[src/rtl/key_debounce.sv]
// Push-button debouncer timed by the rising edges of the 10 ms divider output.
// Optional auto-repeat is built when KEY_DEBOUNCE_AUTO_REPEAT_EN is defined.
module key_debounce #(
  parameter int N_SAMPLES    = 4,
  parameter int LONG_TICKS   = 100,
  parameter int REPEAT_TICKS = 20,
  parameter bit ACTIVE_LOW   = 1'b1
) (
  input  logic clk,
  input  logic rst,
  input  logic tick_in,
  input  logic key_in,
  output logic key_level,
  output logic key_press,
  output logic key_release,
  output logic long_press,
  output logic key_repeat
);

  localparam logic [7:0]  N_LAST   = 8'(N_SAMPLES);
  localparam logic [15:0] LONG_LIM = 16'(LONG_TICKS);

  if (N_SAMPLES < 2 || N_SAMPLES > 255 || LONG_TICKS < 1 || LONG_TICKS > 65535 ||
      REPEAT_TICKS < 1 || REPEAT_TICKS > 65535) begin : g_bad_params
    $error("key_debounce: parameter out of range");
  end

  typedef enum logic [1:0] {
    IDLE         = 2'd0,
    PRESS_WAIT   = 2'd1,
    HELD         = 2'd2,
    RELEASE_WAIT = 2'd3
  } state_t;

  state_t      state_q, state_d;
  logic [7:0]  scnt_q, scnt_d;
  logic [15:0] hcnt_q, hcnt_d;
  logic        key_meta, key_sync, key_s;
  logic        tick_prev, strobe;
  logic [7:0]  scnt_inc;
  logic [15:0] hcnt_inc;
  logic        hold_done;
  logic        level_d, press_d, release_d, long_d, repeat_d;

  // Synchronizer rests at the unpressed pin level; tick_prev follows tick_in
  // even in reset so releasing reset during a high tick cannot fake an edge.
  always_ff @(posedge clk) begin
    if (rst) begin
      key_meta  <= ACTIVE_LOW;
      key_sync  <= ACTIVE_LOW;
      tick_prev <= tick_in;
    end else begin
      key_meta  <= key_in;
      key_sync  <= key_meta;
      tick_prev <= tick_in;
    end
  end

  assign key_s     = key_sync ^ ACTIVE_LOW;
  assign strobe    = tick_in & ~tick_prev;
  assign scnt_inc  = scnt_q + 8'd1;
  assign hcnt_inc  = hcnt_q + 16'd1;
  assign hold_done = (hcnt_q == LONG_LIM);

  // State register
  always_ff @(posedge clk) begin
    if (rst) begin
      state_q <= IDLE;
      scnt_q  <= 8'd0;
      hcnt_q  <= 16'd0;
    end else begin
      state_q <= state_d;
      scnt_q  <= scnt_d;
      hcnt_q  <= hcnt_d;
    end
  end

  // Next-state logic; nothing moves except on a strobe
  always_comb begin
    state_d = state_q;
    scnt_d  = scnt_q;
    hcnt_d  = hcnt_q;
    if (strobe) begin
      case (state_q)
        IDLE: begin
          if (key_s) begin
            state_d = PRESS_WAIT;
            scnt_d  = 8'd1;
          end
        end
        PRESS_WAIT: begin
          if (!key_s) begin
            state_d = IDLE;
            scnt_d  = 8'd0;
          end else if (scnt_inc == N_LAST) begin
            state_d = HELD;
            scnt_d  = 8'd0;
            hcnt_d  = 16'd0;
          end else begin
            scnt_d  = scnt_inc;
          end
        end
        HELD: begin
          if (key_s) begin
            if (!hold_done) hcnt_d = hcnt_inc;
          end else begin
            state_d = RELEASE_WAIT;
            scnt_d  = 8'd1;
          end
        end
        RELEASE_WAIT: begin
          // A bounce back to pressed keeps hcnt so long_press cannot re-arm
          if (key_s) begin
            state_d = HELD;
            scnt_d  = 8'd0;
          end else if (scnt_inc == N_LAST) begin
            state_d = IDLE;
            scnt_d  = 8'd0;
            hcnt_d  = 16'd0;
          end else begin
            scnt_d  = scnt_inc;
          end
        end
        default: begin
          state_d = IDLE;
          scnt_d  = 8'd0;
          hcnt_d  = 16'd0;
        end
      endcase
    end
  end

  // Output decode: next values of the registered outputs
  always_comb begin
    level_d   = key_level;
    press_d   = 1'b0;
    release_d = 1'b0;
    long_d    = 1'b0;
    if (strobe) begin
      case (state_q)
        PRESS_WAIT: begin
          if (key_s && scnt_inc == N_LAST) begin
            press_d = 1'b1;
            level_d = 1'b1;
          end
        end
        HELD: begin
          if (key_s && !hold_done && hcnt_inc == LONG_LIM) long_d = 1'b1;
        end
        RELEASE_WAIT: begin
          if (!key_s && scnt_inc == N_LAST) begin
            release_d = 1'b1;
            level_d   = 1'b0;
          end
        end
        default: ;
      endcase
    end
  end

`ifdef KEY_DEBOUNCE_AUTO_REPEAT_EN
  localparam logic [15:0] REP_LIM = 16'(REPEAT_TICKS);

  logic [15:0] rcnt_q, rcnt_d;
  logic [15:0] rcnt_inc;

  assign rcnt_inc = rcnt_q + 16'd1;

  // rcnt only runs once hcnt has saturated, i.e. after long_press fired
  always_comb begin
    rcnt_d   = rcnt_q;
    repeat_d = 1'b0;
    if (strobe) begin
      if (state_q == HELD && key_s && hold_done) begin
        if (rcnt_inc == REP_LIM) begin
          rcnt_d   = 16'd0;
          repeat_d = 1'b1;
        end else begin
          rcnt_d   = rcnt_inc;
        end
      end else if (state_d == IDLE) begin
        rcnt_d = 16'd0;
      end
    end
  end

  always_ff @(posedge clk) begin
    if (rst) rcnt_q <= 16'd0;
    else     rcnt_q <= rcnt_d;
  end
`else
  assign repeat_d = 1'b0;
`endif

  always_ff @(posedge clk) begin
    if (rst) begin
      key_level   <= 1'b0;
      key_press   <= 1'b0;
      key_release <= 1'b0;
      long_press  <= 1'b0;
      key_repeat  <= 1'b0;
    end else begin
      key_level   <= level_d;
      key_press   <= press_d;
      key_release <= release_d;
      long_press  <= long_d;
      key_repeat  <= repeat_d;
    end
  end

endmodule

[config.mk]
export PLATFORM = sky130hd
export DESIGN_NAME = key_debounce
export DESIGN_NICKNAME = d
export VERILOG_FILES = /design/src/rtl/key_debounce.sv
export SDC_FILE = /design/constraint.sdc
export NUM_CORES = 1
export LEC_CHECK = 0
export CAP_MARGIN = 20
export CORE_ASPECT_RATIO = 1.25
export CORE_MARGIN = 2
export CORE_UTILIZATION = 29
export DETAILED_ROUTE_END_ITERATION = 16
export GPL_TIMING_DRIVEN = 0
export HOLD_SLACK_MARGIN = 0.1
export SYNTH_ARGS = -nofsm -noshare
export SYNTH_HDL_FRONTEND = slang
export SYNTH_SLANG_ARGS = --single-unit
[constraint.sdc]
create_clock -name clk -period 2.1 [get_ports clk]
set_clock_uncertainty 0.05 [all_clocks]
set_input_delay 0.63 -clock clk [delete_from_list [all_inputs] [get_ports clk]]
set_output_delay 0.63 -clock clk [all_outputs]
set_load 0.05 [all_outputs]
==> flow_summary.yaml, run 1 <==
status:
  status: "finished clean"
synthesis:
  synth_edf_count: 0
  synth_cell_types: 47
  syn-mean-instance-area_um2: 8.14
  yosys_warnings: 0
  synth_area_mm2: 0.00182
  async_reset_ff_frac: 0
  syn_nets: 231
  synth-seq-cells: 33
  syn_inst: 224
  ys_seq_area_frac: 0.362
  postSynth.topFlopCell: "dfxtp_1"
min_path:
  min_path_type: "flop to flop"
  min_from: "key_meta$_SDFF_PP1_"
  holdPathEnd: "key_sync$_SDFF_PP1_"
  whs_path_depth: 1
worst_setup_path:
  worstSetupPathType: "flop to output port"
  worst-path-stages: 1
  critPathCaptureType: "output port"
  crit_required_ns: 1.42
  crit_chain: "clkdlybuf4s50_1"
  crit_path_top_delay_cell: "clkdlybuf4s50_1"
  crit_buf_inv: 1
  regToRegStartpoint: "scnt_q[3]$_SDFFE_PP0P_"
  critPathTopFamily: "buffers and inverters"
  cp_data_arrival_time_ns: 1.38
  critical-path-max-stage-delay_ns: 0.79
  cp-start-kind: "flop"
  r2r_cells: 6
  rrSetupSlack_ns: 0.09
  r2r-end: "hcnt_q[2]$_SDFFE_PP0P_"
  crit_fanout: 1
drt:
  drt-total-wl_um: 3980
  drc: 0
  firstDrtPassIters: 4
  drt.antenna.violating_nets: 0
  viasPerCell: 5.10
  wl_per_cell_um: 12.5
  first_iter_violations: 119
  via_count: 1621
timing:
  rsz0062_at_grt: "false"
  fmax_ghz: 0.487
  finalHoldViolCount: 0
  post-route-period-util: 0.979
  finalSetupViolations: 0
  slew_viol_final: 0
  setup_tns_ns: 0
  slew_headroom: 0.667
  worst_slew_pin_slew_ns: 0.498
  min_period_ns: 2.06
  finalWorstSetupSlack_ns: 0.0447
power:
  irDropWorstVdd_mv: 0.272
  p_leak_nw: 0.814
  finalPower_mw: 1.16
  powerDensity_mw_per_mm2: 544
clock_network:
  cts_made_buffers: 5
  cts_setup_buffers: 0
  clock-root-buffer: "clkbuf_8"
  clk_pin_slew_ns: 0.07
  clock-sinks: 33
  cts_tree: "built"
  hold_buffers: 0
  clk_latency_ns: 0.29
  cts_buffer_depth: 2
  htree_num_levels: 2
placed_design:
  post-place-cells: 315
  dpl_cell_area_mm2: 0.00199
  gp_congestion: 0.789
  port_buffers: 6
  dp_hpwl_um: 2800
  dp_slack_ns: -0.500
global_routing:
  grt_pass1_wl_um: 6670
  overflow: 0
  grt_use_total: 0.122
  grt_pass1_vias: 1490
  grt_antenna_before_repair: 0
  grt_max_degree: 11
cells_and_area:
  finalNetCount: 240
  fin_cells: 318
  diodes: 0
  layout-drive-gt1-share: 0.159
  fin_area_mm2: 0.00213
  syn_to_final_growth_pct: 16.9
floorplanning:
  io_pins: 9
  die_h_um: 92.7
  dieArea_mm2: 0.00695
  core_area_mm2: 0.00613
  placementRows: 32
  start_util: 0.298
  die_x_um: 74.9
job:
  max_cap_violations: 0
==> through the flow <==
step                      utilization  hold WS, ns
after global routing            0.348        0.393
final                           0.348        0.356
after global placement          0.325        0.345
after CTS                       0.342        0.359
after floorplan                     -        0.339
after detailed placement        0.325        0.351
==> cell usage in the layout, fill, tap and decap left out, types with 3 or more instances in the layout <==
master and instances:
nand2_1 8, inv_1 6, clkdlybuf4s50_1 4, dfxtp_1 31
and3_1 12, nand4_1 6, ha_1 3, or3_1 5
a21oi_1 10, clkbuf_1 7, nor4_2 3, mux2i_1 3
nor3_1 8, and4_1 3, clkbuf_8 6, xnor2_1 6
nand3b_1 3, a221o_1 6, nand3_1 16, buf_2 4
o21ai_0 11, nor2_1 19
==> metal layers <==
layer  vias up  track usage  routed length (µm)
met5         -            0                   0
li1        836            -                   -
met4         0       0.0432                  48
met3         5       0.0326                  97
met1       763        0.149                1830
met2        17        0.201                2000
==> power breakdown <==
part / switching, mW / leakage (nW) / total [mW] / internal, mW
sequential: 0.00195 / 0.268 / 0.631 / 0.629
combinational: 0.0265 / 0.502 / 0.0434 / 0.0169
clock: 0.226 / 0.0443 / 0.486 / 0.260
total: 0.254 / 0.814 / 1.16 / 0.906
==> flip-flops by register name, summed over array words and instances (netlist names), named ones only <==
signal and flops:
scnt_q 8, tick_prev 1, hcnt_q 16, key_sync 1, key_press 1, state_q 1, key_meta 1, long_press 1
key_release 1, key_level 1
==> timing repair <==
action                                  4_1_cts  5_1_grt
pin swaps                                     0        2
cloned                                        0        0
resized for setup                             7       17
endpoints found under the setup margin       21       25
==> cell usage after synthesis, types with 3 or more instances <==
master / n / area, µm²
a21oi_1: 10 / 50.1
a221o_1: 6 / 60.1
and3_1: 12 / 75.1
and4_1: 3 / 26.3
buf_2: 3 / 15.0
clkbuf_1: 12 / 45.0
dfxtp_1: 33 / 661
ha_1: 3 / 37.5
inv_1: 6 / 22.5
mux2i_1: 3 / 30.0
nand2_1: 8 / 30.0
nand3_1: 18 / 90.1
nand3b_1: 3 / 22.5
nand4_1: 6 / 37.5
nor2_1: 19 / 71.3
nor2b_1: 3 / 18.8
nor3_1: 9 / 45.0
nor3b_1: 3 / 22.5
nor4_1: 4 / 25.0
o21ai_0: 12 / 60.1
or3_1: 5 / 31.3
xnor2_1: 6 / 52.6
==> how the worst max path moves through the flow <==
stage / start / end
after global routing: tick_in / hcnt_q[5]$_SDFFE_PP0P_
after detailed placement: tick_in / hcnt_q[14]$_SDFFE_PP0P_
after CTS: tick_in / long_press$_SDFF_PP0_
final: key_release$_SDFF_PP0_ / key_release
after floorplan: rst / long_press$_SDFF_PP0_
after global placement: tick_in / hcnt_q[14]$_SDFFE_PP0P_
==> cell type report <==
type	instances	area [µm²]
Multi-Input combinational cell	168	1120
Tap cell	85	106
Sequential cell	33	663
Fill cell	638	3990
Buffer	13	68.8
Inverter	6	22.5
Timing Repair Buffer	6	61.3
Clock buffer	7	86.3
==> cell families (layout without fill, tap and decap cells) <==
logic type	Yosys count	after routing	share of synthesized area
buffers and inverters	23	32	0.0556
other	1	1	0.00206
XOR/XNOR	8	8	0.0384
AND/OR/NAND/NOR	106	106	0.328
adder cells (fa/ha/maj)	3	3	0.0206
AO/OA/AOI/OAI	47	47	0.177
multiplexers	3	3	0.0165
flip-flops	33	33	0.362
Power figures use the tool's default switching activity.
==> inputs of run 2 (changes only) <==
--- a/config.mk
+++ b/config.mk
@@ -5,13 +5,17 @@
 export SDC_FILE = /design/constraint.sdc
 export NUM_CORES = 1
 export LEC_CHECK = 0
+export ABC_AREA = 0
 export CAP_MARGIN = 20
+export CELL_PAD_IN_SITES_DETAIL_PLACEMENT = 0
+export CELL_PAD_IN_SITES_GLOBAL_PLACEMENT = 1
 export CORE_ASPECT_RATIO = 1.25
 export CORE_MARGIN = 2
 export CORE_UTILIZATION = 29
 export DETAILED_ROUTE_END_ITERATION = 16
 export GPL_TIMING_DRIVEN = 0
 export HOLD_SLACK_MARGIN = 0.1
+export PLACE_DENSITY_LB_ADDON = 0.1
 export SYNTH_ARGS = -nofsm -noshare
 export SYNTH_HDL_FRONTEND = slang
 export SYNTH_SLANG_ARGS = --single-unit
==> flow_summary.yaml, run 2 (synthesis gave the netlist of run 1 again) <==
clock_network:
  cts_made_buffers: 5
  hold_buffers: 0
  clk_pin_slew_ns: 0.06
  clock-root-buffer: "clkbuf_8"
  cts_buffer_depth: 2
  clk_latency_ns: 0.28
  htree_num_levels: 2
  cts_tree: "built"
  clock-sinks: 33
placed_design:
  dp_slack_ns: -0.628
  port_buffers: 6
  dp_hpwl_um: 3240
  gp_congestion: 0.734
global_routing:
  grt_use_total: 0.148
  grt_pass1_vias: 1601
  grt_pass1_wl_um: 7780
  grt_max_degree: 11
  overflow: 0
  grt_antenna_before_repair: 0
worst_setup_path:
  crit_required_ns: 1.42
  cp-start-kind: "flop"
  crit_path_top_delay_cell: "clkdlybuf4s50_1"
  worstSetupPathType: "flop to output port"
  rrSetupSlack_ns: 0.08
  cp_data_arrival_time_ns: 1.37
  critPathCaptureType: "output port"
  critical-path-max-stage-delay_ns: 0.79
  crit_buf_inv: 1
  crit_chain: "clkdlybuf4s50_1"
  crit_fanout: 1
  critPathTopFamily: "buffers and inverters"
drt:
  first_iter_violations: 64
  via_count: 1638
  viasPerCell: 5.13
  wl_per_cell_um: 14.4
  drt.antenna.violating_nets: 0
  drc: 0
  drt-total-wl_um: 4600
  firstDrtPassIters: 4
power:
  switchingPower_mw: 0.269
  irDropWorstVdd_mv: 0.245
  pwr-share-comb: 0.038
  seq_power_share: 0.536
  p_leak_nw: 0.840
  p_int_mw: 0.905
  finalPower_mw: 1.17
  powerDensity_mw_per_mm2: 547
  clkPwrFrac: 0.426
  swShare: 0.229
timing:
  finalHoldViolCount: 0
  post-route-period-util: 0.976
  slew_viol_final: 0
  finalSetupViolations: 0
  fmax_ghz: 0.488
  rsz0062_at_grt: "false"
  worst_slew_pin_slew_ns: 0.509
  finalWorstSetupSlack_ns: 0.0496
  min_period_ns: 2.05
  slew_headroom: 0.660
job:
  max_cap_violations: 0
cells_and_area:
  final_cell_mix: "dfxtp_1 (30), nor2_1 (19), nand3_1 (17), and3_1 (12), o21ai_0 (11)"
  layout-drive-gt1-share: 0.167
  syn_to_final_growth_pct: 17.8
  finalNetCount: 241
  regMostFlops: "hcnt_q"
  largest_register_ffs: 16
  reg_top3: "hcnt_q (16), scnt_q (8)"
  mostFrequentLayoutCell: "dfxtp_1"
  diodes: 0
floorplanning:
  placementRows: 32
  start_util: 0.298
  dieArea_mm2: 0.00695
  io_pins: 9
  die_x_um: 74.9
  die_h_um: 92.7
  core_area_mm2: 0.00613
status:
  status: "finished clean"
min_path:
  min_path_type: "flop to flop"
run 2: routing by layer:
| layer | track usage | share of wire | vias up |
|---|---|---|---|
| met3 | 0.0359 | 0.020 | 8 |
| met4 | 0.0536 | 0.018 | 0 |
| met2 | 0.253 | 0.52 | 21 |
| met1 | 0.173 | 0.44 | 766 |
| met5 | 0 | 0 | - |
| li1 | - | - | 843 |
run 2: worst reg2reg max path: stages, from the launching register on:
cell	delay, ns
dfxtp_1	0.31
clkbuf_1	0.31
and4_1	0.29
or3b_2	0.51
and3_1	0.19
a221o_1	0.25
run 2: cell type report:
cell class | count | area (µm²)
Sequential cell | 33 | 667
Inverter | 6 | 22.5
Tap cell | 85 | 106
Clock buffer | 7 | 86.3
Timing Repair Buffer | 9 | 86.3
Fill cell | 641 | 3980
Buffer | 11 | 60.1
Multi-Input combinational cell | 168 | 1120
run 2: per-stage QoR:
step | util | setup TNS [ns] | area (µm²) | hold WS [ns] | instances
3_3_place_gp | 0.325 | -11.92 | 1990 | 0.342 | 315
3_5_place_dp | 0.325 | -12.25 | 1990 | 0.348 | 315
6_report | 0.351 | 0 | 2150 | 0.362 | 319
5_1_grt | 0.351 | 0 | 2150 | 0.399 | 319
4_1_cts | 0.345 | 0 | 2110 | 0.364 | 323
2_1_floorplan | - | 0 | 1820 | 0.339 | 224
run 2: worst paths after layout:
check,start,to,cells after the start
max,key_release$_SDFF_PP0_,key_release,1
max reg2reg,hcnt_q[8]$_SDFFE_PP0P_,hcnt_q[11]$_SDFFE_PP0P_,5
min,key_meta$_SDFF_PP1_,key_sync$_SDFF_PP1_,1
min reg2reg,key_meta$_SDFF_PP1_,key_sync$_SDFF_PP1_,1
run 2: timing repair:
item                                    4_1_cts  5_1_grt
buffers inserted                              2        1
endpoints found under the hold margin         0        0
endpoints found under the setup margin       25       17
gates resized for setup                      10       17
gates cloned                                  0        0
pin swaps                                     2        4
run 2: power by group through the flow:
stage / logic [mW] / registers [mW] / clock network, mW
2_1_floorplan: 0.0289 / 0.644 / 0
3_3_place_gp: 0.0425 / 0.645 / 0
3_5_place_dp: 0.0423 / 0.645 / 0
4_1_cts: 0.0449 / 0.631 / 0.523
5_1_grt: 0.0496 / 0.630 / 0.546
6_report: 0.0445 / 0.630 / 0.500
==> inputs of run 3 (changes only) <==
--- a/config.mk
+++ b/config.mk
@@ -11,7 +11,7 @@
 export CELL_PAD_IN_SITES_GLOBAL_PLACEMENT = 1
 export CORE_ASPECT_RATIO = 1.25
 export CORE_MARGIN = 2
-export CORE_UTILIZATION = 29
+export CORE_UTILIZATION = 45
 export DETAILED_ROUTE_END_ITERATION = 16
 export GPL_TIMING_DRIVEN = 0
 export HOLD_SLACK_MARGIN = 0.1
==> flow_summary.yaml, run 3 (synthesis gave the netlist of run 1 again) <==
clock_network:
  cts_tree: "built"
  htree_num_levels: 2
  clock-root-buffer: "clkbuf_8"
  clk_latency_ns: 0.29
  clk_pin_slew_ns: 0.07
  cts_made_buffers: 5
  clock-sinks: 33
  cts_buffer_depth: 2
cells_and_area:
  final_cell_mix: "dfxtp_1 (33), nor2_1 (18), nand3_1 (17), and3_1 (12), o21ai_0 (11)"
  reg_top3: "hcnt_q (16), scnt_q (8)"
  finalNetCount: 244
  final_util: 0.546
  layout-drive-gt1-share: 0.155
  syn_to_final_growth_pct: 15.2
  multi_input_area_mm2: 0.00111
  fillers: 395
  largest_register_ffs: 16
  regMostFlops: "hcnt_q"
  diodes: 0
  mostFrequentLayoutCell: "dfxtp_1"
  fin_cells: 292
  seq_area_um2: 661
worst_setup_path:
  rrSetupSlack_ns: 0.07
  critPathTopFamily: "simple AND/OR/NAND/NOR gates"
  r2r-end: "hcnt_q[8]$_SDFFE_PP0P_"
  cp_data_arrival_time_ns: 2.16
  worstSetupPathType: "flop to flop"
  crit_buf_inv: 1
  crit_fanout: 10
  startpoint: "scnt_q[3]$_SDFFE_PP0P_"
  r2r_cells: 6
  cp-start-kind: "flop"
  regToRegStartpoint: "scnt_q[3]$_SDFFE_PP0P_"
  critPathCaptureType: "flop"
  critical-path-max-stage-delay_ns: 0.56
  crit_chain: "or4_4 > nor3_4 > nor2b_1 > o21ba_1 > buf_6 > a221o_1"
  crit_path_top_delay_cell: "or4_4"
  worst-path-stages: 6
  crit_required_ns: 2.23
placed_design:
  dp_hpwl_um: 3060
  post-place-cells: 284
  port_buffers: 6
  gp_congestion: 0.811
timing:
  finalHoldViolCount: 0
  slew_viol_final: 0
  rsz0062_at_grt: "true"
  min_period_ns: 2.03
  post-route-period-util: 0.969
  worst_slew_pin_slew_ns: 0.532
  finalSetupViolations: 0
  fmax_ghz: 0.492
  hold_slack_ns: 0.367
  slew_headroom: 0.645
drt:
  drt-total-wl_um: 4280
  firstDrtPassIters: 4
  drt.antenna.violating_nets: 0
  wl_per_cell_um: 14.7
  first_iter_violations: 78
  drc: 0
  via_count: 1686
  viasPerCell: 5.77
global_routing:
  grt_max_degree: 12
  overflow: 0
  grt_pass1_wl_um: 7110
  grt_antenna_before_repair: 0
  grt_use_total: 0.211
  grt_pass1_vias: 1597
floorplanning:
  placementRows: 25
  start_util: 0.474
  dieArea_mm2: 0.00458
  core_area_mm2: 0.00385
  die_x_um: 61.0
  die_h_um: 75.2
  io_pins: 9
job:
  max_cap_violations: 0
min_path:
  min_from: "key_meta$_SDFF_PP1_"
  holdPathEnd: "key_sync$_SDFF_PP1_"
  min_path_type: "flop to flop"
  whs_path_depth: 1
power:
  finalPower_mw: 1.15
  irDropWorstVdd_mv: 0.364
  powerDensity_mw_per_mm2: 547
  p_leak_nw: 0.856
status:
  status: "finished clean"
==> run 3: worst max-delay path by stage <==
stage | endpoint | slack (ns)
finish | hcnt_q[8]$_SDFFE_PP0P_ | 0.07
global placement | hcnt_q[14]$_SDFFE_PP0P_ | -0.49
CTS | key_press | 0.003
global route | scnt_q[2]$_SDFFE_PP0P_ | -0.03
floorplan | long_press$_SDFF_PP0_ | 0.18
detailed placement | hcnt_q[14]$_SDFFE_PP0P_ | -0.57
==> run 3: layout make-up <==
cell class              count  area share
multi-input cells         168       0.527
flip-flops and latches     33       0.314
repair buffers              9      0.0405
plain buffers              14      0.0345
clock buffers               5      0.0328
well taps                  54      0.0322
inverters                   6      0.0107
clock inverters             3     0.00834
==> run 3: power breakdown <==
| group | internal [mW] | switching (mW) |
|---|---|---|
| sequential | 0.629 | 0.00195 |
| combinational | 0.0168 | 0.0262 |
| clock | 0.228 | 0.246 |
==> run 3: repair_timing <==
action	in CTS	in global routing
buffers inserted	1	2
pin swaps	2	3
gates cloned	0	0
hold buffers	0	0
endpoints found under the hold margin	0	0
endpoints found under the setup margin	22	25
resized for setup	8	12
==> run 3: per-stage QoR <==
stage                     area (µm²)  setup TNS [ns]  setup slack (ns)
after floorplan                 1820               0             0.178
after global placement          1950           -8.70            -0.492
after detailed placement        1950           -9.73            -0.566
after CTS                       2060               0           0.00310
after global routing            2100         -0.0539           -0.0289
final                           2100               0            0.0655
==> run 3: metal layers <==
metal	track usage	share of wire	vias up
li1	-	-	855
met1	0.234	0.42	782
met2	0.369	0.51	36
met3	0.0550	0.041	13
met4	0.104	0.029	0
met5	0	0	-
==> run 3: worst reg2reg max path: cells and delay by family, from the launching register on <==
kind	cells	cell delay, ns
AND/OR/NAND/NOR	3	0.84
AO/OA/AOI/OAI	2	0.52
flip-flops	1	0.36
buffers and inverters	1	0.14
